**config.mk**
```make
export PLATFORM = sky130hd
export DESIGN_NAME = seg_scan_display
export DESIGN_NICKNAME = d
export VERILOG_FILES = /design/src/rtl/seg_scan_display.sv
export SDC_FILE = /design/constraint.sdc
export NUM_CORES = 1
export LEC_CHECK = 0
export ABC_AREA = 1
export BUFFER_PORTS_ARGS = -buffer_cell sky130_fd_sc_hd__buf_2
export CORE_MARGIN = 3
export CORE_UTILIZATION = 39
export CTS_CLUSTER_DIAMETER = 200
export DETAILED_ROUTE_END_ITERATION = 12
export SLEW_MARGIN = 20
export SYNTH_ARGS = -nofsm -noshare
export SYNTH_HDL_FRONTEND = slang
export SYNTH_SLANG_ARGS = --single-unit
```
**constraint.sdc**
```tcl
create_clock -name clk -period 3.95 [get_ports clk]
set_input_delay 1.185 -clock clk [delete_from_list [all_inputs] [get_ports clk]]
set_output_delay 1.185 -clock clk [all_outputs]
set_load 0.005 [all_outputs]
```
**src/rtl/seg_scan_display.sv**
```systemverilog
// seg_scan_display
//   Time-multiplexes a 32-bit, 8-nibble word onto an 8-digit common-anode
//   seven-segment display. Each nibble is shown as a hex glyph, and the
//   cursor digit is marked with the decimal point. New words arrive through
//   a load/ack handshake and are committed only at frame boundaries, so a
//   scan never shows a mix of old and new digits.
//
// Parameters
//   SCAN_DIV      clk cycles per digit slot (>= 2)
//   BLINK_FRAMES  frames per cursor blink half-period (blink build only)
//
// Optional feature (compile-time macro CURSOR_BLINK_EN)
//   Defined  : the cursor digit blinks. During the off phase its slot drives
//              all anodes off, but dp_o stays asserted for that slot.
//   Undefined: the cursor digit is always lit and is marked by dp_o only.
//
// Ports
//   clk      in   system clock, rising edge
//   rst      in   synchronous active-high reset
//   data_i   in   [31:0] nibble word; nibble k drives digit k
//   sel_i    in   [2:0]  cursor digit index, sampled live
//   load_i   in   request to load data_i
//   ack_o    out  one-cycle pulse when a loaded word is committed
//   frame_o  out  one-cycle pulse after each frame boundary (digit 7 -> 0)
//   an_o     out  [7:0] anode enables, active-low, one-hot-low
//   seg_o    out  [6:0] segments {g,f,e,d,c,b,a}, active-low
//   dp_o     out  decimal point, active-low
module seg_scan_display #(
  parameter int SCAN_DIV     = 100000,
  parameter int BLINK_FRAMES = 16
) (
  input  logic        clk,
  input  logic        rst,
  input  logic [31:0] data_i,
  input  logic [2:0]  sel_i,
  input  logic        load_i,
  output logic        ack_o,
  output logic        frame_o,
  output logic [7:0]  an_o,
  output logic [6:0]  seg_o,
  output logic        dp_o
);

  localparam int              PW        = $clog2(SCAN_DIV);
  localparam logic [PW-1:0]   PRESC_MAX = PW'(SCAN_DIV - 1);

  function automatic logic [6:0] hex_glyph(input logic [3:0] nib);
    logic [6:0] g;
    g = 7'h7F;
    case (nib)
      4'h0: g = 7'h40;
      4'h1: g = 7'h79;
      4'h2: g = 7'h24;
      4'h3: g = 7'h30;
      4'h4: g = 7'h19;
      4'h5: g = 7'h12;
      4'h6: g = 7'h02;
      4'h7: g = 7'h78;
      4'h8: g = 7'h00;
      4'h9: g = 7'h10;
      4'hA: g = 7'h08;
      4'hB: g = 7'h03;
      4'hC: g = 7'h46;
      4'hD: g = 7'h21;
      4'hE: g = 7'h06;
      4'hF: g = 7'h0E;
      default: g = 7'h7F;
    endcase
    return g;
  endfunction

  logic [PW-1:0] presc_p0;
  logic [2:0]    idx_p0;
  logic [31:0]   disp_word_p0;
  logic [31:0]   pend_word_p0;
  logic          pend_vld_p0;
  logic          blink_on_p0;

  logic          tick;
  logic          boundary;
  logic          commit;
  logic [31:0]   commit_word;
  logic [3:0]    cur_nib;
  logic          cursor_hit;
  logic [7:0]    an_next;

  always_comb begin
    tick        = (presc_p0 == PRESC_MAX);
    boundary    = tick && (idx_p0 == 3'd7);
    // A load in the boundary cycle itself bypasses the pending register.
    commit      = boundary && (pend_vld_p0 || load_i);
    commit_word = load_i ? data_i : pend_word_p0;
    cur_nib     = disp_word_p0[{idx_p0, 2'b00} +: 4];
    cursor_hit  = (idx_p0 == sel_i);
    an_next     = ~(8'b0000_0001 << idx_p0);
    if (cursor_hit && !blink_on_p0) begin
      an_next = 8'hFF;
    end
  end

  // ---- stage p0: scan counters, handshake, display word ----
  always_ff @(posedge clk) begin
    if (rst) begin
      presc_p0     <= '0;
      idx_p0       <= '0;
      disp_word_p0 <= '0;
      pend_vld_p0  <= 1'b0;
    end else begin
      presc_p0 <= tick ? '0 : presc_p0 + 1'b1;
      if (tick) begin
        idx_p0 <= idx_p0 + 3'd1;
      end
      if (commit) begin
        disp_word_p0 <= commit_word;
      end
      if (boundary) begin
        pend_vld_p0 <= 1'b0;
      end else if (load_i) begin
        pend_vld_p0 <= 1'b1;
      end
    end
  end

  // Pending data is plain storage; its validity lives in pend_vld_p0.
  always_ff @(posedge clk) begin
    if (load_i && !boundary) begin
      pend_word_p0 <= data_i;
    end
  end

`ifdef CURSOR_BLINK_EN
  localparam int            BW     = (BLINK_FRAMES > 1) ? $clog2(BLINK_FRAMES) : 1;
  localparam logic [BW-1:0] BF_MAX = BW'(BLINK_FRAMES - 1);

  logic [BW-1:0] blink_cnt_p0;

  always_ff @(posedge clk) begin
    if (rst) begin
      blink_cnt_p0 <= '0;
      blink_on_p0  <= 1'b1;
    end else if (boundary) begin
      if (blink_cnt_p0 == BF_MAX) begin
        blink_cnt_p0 <= '0;
        blink_on_p0  <= ~blink_on_p0;
      end else begin
        blink_cnt_p0 <= blink_cnt_p0 + 1'b1;
      end
    end
  end
`else
  assign blink_on_p0 = 1'b1;
`endif

  // ---- stage p1: registered display outputs and pulses ----
  always_ff @(posedge clk) begin
    if (rst) begin
      an_o    <= 8'hFF;
      seg_o   <= 7'h7F;
      dp_o    <= 1'b1;
      ack_o   <= 1'b0;
      frame_o <= 1'b0;
    end else begin
      an_o    <= an_next;
      seg_o   <= hex_glyph(cur_nib);
      dp_o    <= ~cursor_hit;
      ack_o   <= commit;
      frame_o <= boundary;
    end
  end

endmodule
```
==> results of run 1 <==
-- power groups by stage --
stage | clock network [mW] | registers [mW] | logic [mW]
2_1_floorplan | 0 | 1.16 | 0.0657
3_3_place_gp | 0 | 1.16 | 0.108
3_5_place_dp | 0 | 1.16 | 0.110
4_1_cts | 0.952 | 1.14 | 0.110
5_1_grt | 0.990 | 1.14 | 0.122
6_report | 0.913 | 1.14 | 0.108
-- synth_stat cells (all sizes together) --
| library cell | number |
|---|---|
| a31oi | 1 |
| nor3 | 7 |
| inv | 92 |
| dfxtp | 71 |
| nand4 | 38 |
| or2 | 1 |
| a211oi | 1 |
| xnor2 | 2 |
| xor2 | 3 |
| buf | 25 |
| o21ai | 7 |
| nor3b | 1 |
| nor2 | 62 |
| mux2i | 32 |
| a21oi | 11 |
| o22ai | 1 |
| ha | 12 |
| clkbuf | 5 |
| nand2 | 152 |
| nand3 | 56 |
| edfxtp | 32 |
| clkinv | 2 |
| and3 | 1 |
-- worst max-delay path by stage --
stage	from	endpoint	slack, ns	depth (start not counted)
after floorplan	load_i	pend_word_p0[0]	0.49	4
after global placement	load_i	disp_word_p0[5]	1.20	6
after detailed placement	load_i	disp_word_p0[25]	1.12	6
after CTS	load_i	disp_word_p0[25]	1.51	6
after global routing	load_i	disp_word_p0[16]	1.34	6
final	load_i	disp_word_p0[25]	1.51	6
-- per-layer routing --
metal	routed length [microns]	GRT usage	part of all wire	vias up
li1	-	-	-	2061
met1	4580	0.180	0.45	1815
met2	5130	0.269	0.50	73
met3	474	0.0483	0.046	8
met4	97	0.0558	0.0094	0
met5	0	0	0	-
-- sequential cells by signal, summed over array words and instances, names as in the netlist --
| register | count |
|---|---|
| disp_word_p0 | 32 |
| pend_word_p0 | 32 |
| an_o | 8 |
| frame_o | 1 |
| ack_o | 1 |
| pend_vld_p0 | 1 |
| presc_p0 | 17 |
| seg_o | 7 |
| dp_o | 1 |
| idx_p0 | 3 |
-- cell type report --
type | count | area, sq um | share of cell area
clock buffers | 12 | 258 | 0.0458
repair buffers | 63 | 335 | 0.0596
well taps | 168 | 210 | 0.0373
flip-flops and latches | 103 | 2380 | 0.423
inverters | 94 | 353 | 0.0627
multi-input cells | 388 | 2040 | 0.362
clock inverters | 4 | 51.3 | 0.00911
-- kinds of logic after synthesis --
group           count (synthesis)  synth area share
fa+ha+maj                      12            0.0305
buf+inv                       124             0.103
xor+xnor                        5           0.00888
compound gates                 21            0.0234
mux                            32            0.0650
flops                         103             0.483
simple gates                  318             0.286
-- critical path, cell delays in order --
cell     delay, ns
buf_2         0.41
or2_2         0.22
nand3_2       0.49
nand2_1       0.25
inv_2         0.04
nor2_1        0.11
==> results.cfg, run 1 <==
[timing]
max_freq_mhz = 410
period_share = 0.618
rsz0062_at_grt = no
fin_crit_ns = 2.44
tns_ns = 0
fin_skew_ns = 0.00658
setup_slack_ns = 1.51
slew_viol_final = 0
hold_ws_ns = 0.462
slew_headroom = 0.579
tightest_slew_ns = 0.631
setup_violations = 0
finalHoldViolations = 0

[route]
vias_per_cell = 4.76
drcViolationCount = 0
final_antenna_net_count = 0
wire_per_inst_microns = 12.4
num_vias = 3957
drt_first_iter_violations = 222
dr.pass1.iters = 4
routed_wirelength_mm = 10.3

[clocking]
path_clk_slew_ns = 0.07
postCtsSetupBuffers = 0
clockBufferDepth = 2
ctsResizeCount = 0
htree_levels = 3
clock_sinks = 103
cts_made_buffers = 9
clock-root-buffer = clkbuf_16
insertion_delay_ns = 0.35
cts_tree = built
postCtsHoldBufs = 0

[logic_synthesis]
synth.top_cell.area_share = 0.288
synthCells = 615
ys.warnings.count = 0
synth.area.top_cells = dfxtp_1 29%, edfxtp_1 19%, nand2_1 11%
synth_top_cell_by_area = dfxtp_1
yosysSeqAreaShare = 0.483
synth.distinct_cells = 31
ys_ff_latch = 103
netlist_area_sq_mm = 0.00493
syn_area_per_cell_sq_um = 8.02
syn_nets = 665

[outcome]
status = finished, final reports clean

[final_layout]
finalInstanceArea_sq_mm = 0.00563
layout.nets = 709
syn_to_final_growth_pct = 14.2
fillCellCount = 1240
postLayoutCoreUtil = 0.463
fin_cells = 832
layout-drive-gt1-share = 0.172
final_cell_mix = 150 x nand2_1, 71 x dfxtp_1, 65 x inv_1, 58 x nor2_1, 55 x buf_2
final_common_cell = nand2_1
num_antenna_cells = 0

[worst_setup_path]
start_kind = primary input
r2r-start = idx_p0[1]
reg2reg_slack_ns = 1.54
timing.rr.end = seg_o[3]
critPathArrivalTime_ns = 2.73
rr_worst_depth = 10
cp-end-kind = flip-flop
critical_path_required_ns = 4.23
crit_path_max_fanout = 32
worstSetupPathType = in -> reg

[pwr]
p_total_mw = 2.16
power_frac_clock = 0.423
power_density_mw_per_mm2 = 383
p_sw_frac = 0.211
p_switching_uw = 454
cellLeakagePower_nw = 2.55
peakVddDrop_v = 0.000189
p_comb_frac = 0.050
p_seq_frac = 0.527
intPower_mw = 1.70

[worst_hold_path]
worstHoldStart = presc_p0[0]
hold_end = presc_p0[0]
min_path_type = reg -> reg
hold_depth = 1

[floorplanning]
fp.dieH_microns = 118
initial_core_util = 0.405
die_x_microns = 118
die-area_sq_mm = 0.0140
core_area_sq_mm = 0.0122
io_pins = 56
rows = 40

[global_routing]
grt_overflow = 0
track_usage = 0.155
grt_pass1_vias = 4013
antenna_found_initial = 0
grt_max_degree = 41
grt_first_pass_wirelength_mm = 17.9

[placed_design]
portBuffers = 55
place_ws_ns = 1.12
dp_cells = 816
dpl_cell_area_sq_mm = 0.00532
hpwl_mm = 7.34
routabilityCongestion = 0.818

[job]
cap_violations = 0
(Power assumes the default switching activity.)
==> run 2: changes to the inputs <==
==> constraint.sdc (replaced) <==
create_clock -name clk -period 2.1 [get_ports clk]
set_input_delay 0.63 -clock clk [delete_from_list [all_inputs] [get_ports clk]]
set_output_delay 0.63 -clock clk [all_outputs]
set_load 0.005 [all_outputs]
==> results.cfg, run 2 (same netlist as run 1, synthesis figures left out) <==
[clocking]
clock-root-buffer = clkbuf_16
cts_made_buffers = 9
htree_levels = 3
clock_sinks = 103
path_clk_slew_ns = 0.06
cts_tree = built
postCtsHoldBufs = 0
clockBufferDepth = 2
insertion_delay_ns = 0.35

[timing]
tightest_slew_ns = 0.510
slew_viol_final = 0
slew_headroom = 0.659
fin_crit_ns = 1.88
finalHoldViolations = 0
setup_violations = 0
setup_slack_ns = 0.218
period_share = 0.896
fin_skew_ns = 0.00638
rsz0062_at_grt = no
max_freq_mhz = 531
tns_ns = 0

[route]
vias_per_cell = 4.77
dr.pass1.iters = 4
routed_wirelength_mm = 10.7
wire_per_inst_microns = 12.7
drt_first_iter_violations = 247
drcViolationCount = 0
final_antenna_net_count = 0
num_vias = 4013

[job]
cap_violations = 0

[global_routing]
track_usage = 0.162
grt_overflow = 0
grt_max_degree = 48
grt_pass1_vias = 3928
antenna_found_initial = 0
grt_first_pass_wirelength_mm = 18.7

[floorplanning]
io_pins = 56
rows = 40
die_x_microns = 118
initial_core_util = 0.405
core_area_sq_mm = 0.0122
fp.dieH_microns = 118
die-area_sq_mm = 0.0140

[worst_setup_path]
critPathLaunch = idx_p0[1]
worstSetupPathType = reg -> reg
critPathArrivalTime_ns = 2.11
cp-end-kind = flip-flop
r2r-start = idx_p0[1]
start_kind = flip-flop
crit_path_max_fanout = 12
critical_path_required_ns = 2.33

[final_layout]
num_antenna_cells = 0
reg_top3 = disp_word_p0 (32), pend_word_p0 (32), presc_p0 (17)
final_cell_mix = 149 x nand2_1, 71 x dfxtp_1, 65 x inv_1, 57 x nor2_1, 55 x buf_2
layout-drive-gt1-share = 0.187
syn_to_final_growth_pct = 16.5
fillCellCount = 1214
layout.nets = 718
final_common_cell = nand2_1

[placed_design]
hpwl_mm = 7.70
routabilityCongestion = 0.905
portBuffers = 55
place_ws_ns = -0.0416

[pwr]
cellLeakagePower_nw = 2.61
peakVddDrop_v = 0.000307
power_density_mw_per_mm2 = 695

[worst_hold_path]
worstHoldStart = presc_p0[0]
min_path_type = reg -> reg

[outcome]
status = finished, final reports clean
## run 2: timing repair
item,in CTS,in global routing
gates resized for setup,1,6
gates cloned,1,0
setup buffers,0,0
setup endpoints to repair,32,38
pin swaps,1,0
## run 2: worst paths after layout
check                              endpoint  slack, ns  cells after the start
worst min register to register  presc_p0[0]       0.47                      1
worst max-delay path               seg_o[0]       0.22                     11
worst min-delay path            presc_p0[0]       0.47                      1
worst max register to register     seg_o[0]       0.22                     11
## run 2: cell type report
class                           count  area (sq um)  share of cell area
Sequential cell                   103          2380               0.415
Multi-Input combinational cell    389          2060               0.359
Timing Repair Buffer               71           437              0.0761
Inverter                           94           359              0.0625
Clock buffer                       12           246              0.0429
Tap cell                          168           210              0.0366
Clock inverter                      4          45.0             0.00784
## run 2: critical path, cell delays in order (launching register included)
cell	delay (ns)
dfxtp_1	0.33
buf_4	0.20
clkinvlp_4	0.21
nand3_1	0.15
nand2_1	0.06
nand2_1	0.06
nand2_1	0.11
ha_1	0.25
inv_1	0.11
nand3_1	0.09
nand3_1	0.11
nand3_1	0.07
## run 2: through the flow
step                cell area [sq um]  hold WS [ns]   util  cells  total power [mW]
CTS                              5730         0.458  0.471    841              4.06
global route                     5740         0.464  0.472    841              4.17
global placement                 5420         0.444  0.446    824              2.39
floorplan                        4940         0.430      -    615              2.30
finish                           5740         0.472  0.472    841              3.99
detailed placement               5420         0.462  0.446    824              2.40
## run 2: report_power, final
group | switching, mW | leakage, nW | total, mW | internal [mW]
clock network | 0.690 | 0.146 | 1.64 | 0.951
logic | 0.124 | 1.57 | 0.215 | 0.0909
registers | 0.0185 | 0.889 | 2.14 | 2.12
total | 0.833 | 2.61 | 3.99 | 3.16
## run 2: metal layers
layer  part of all wire  track usage  vias to the layer above  wire (microns)
met5                  0            0                        -               0
met1               0.45        0.202                     1833            4800
li1                   -            -                     2082               -
met2               0.49        0.269                       77            5260
met4              0.022       0.0652                        0             240
met3              0.040       0.0402                       21             426
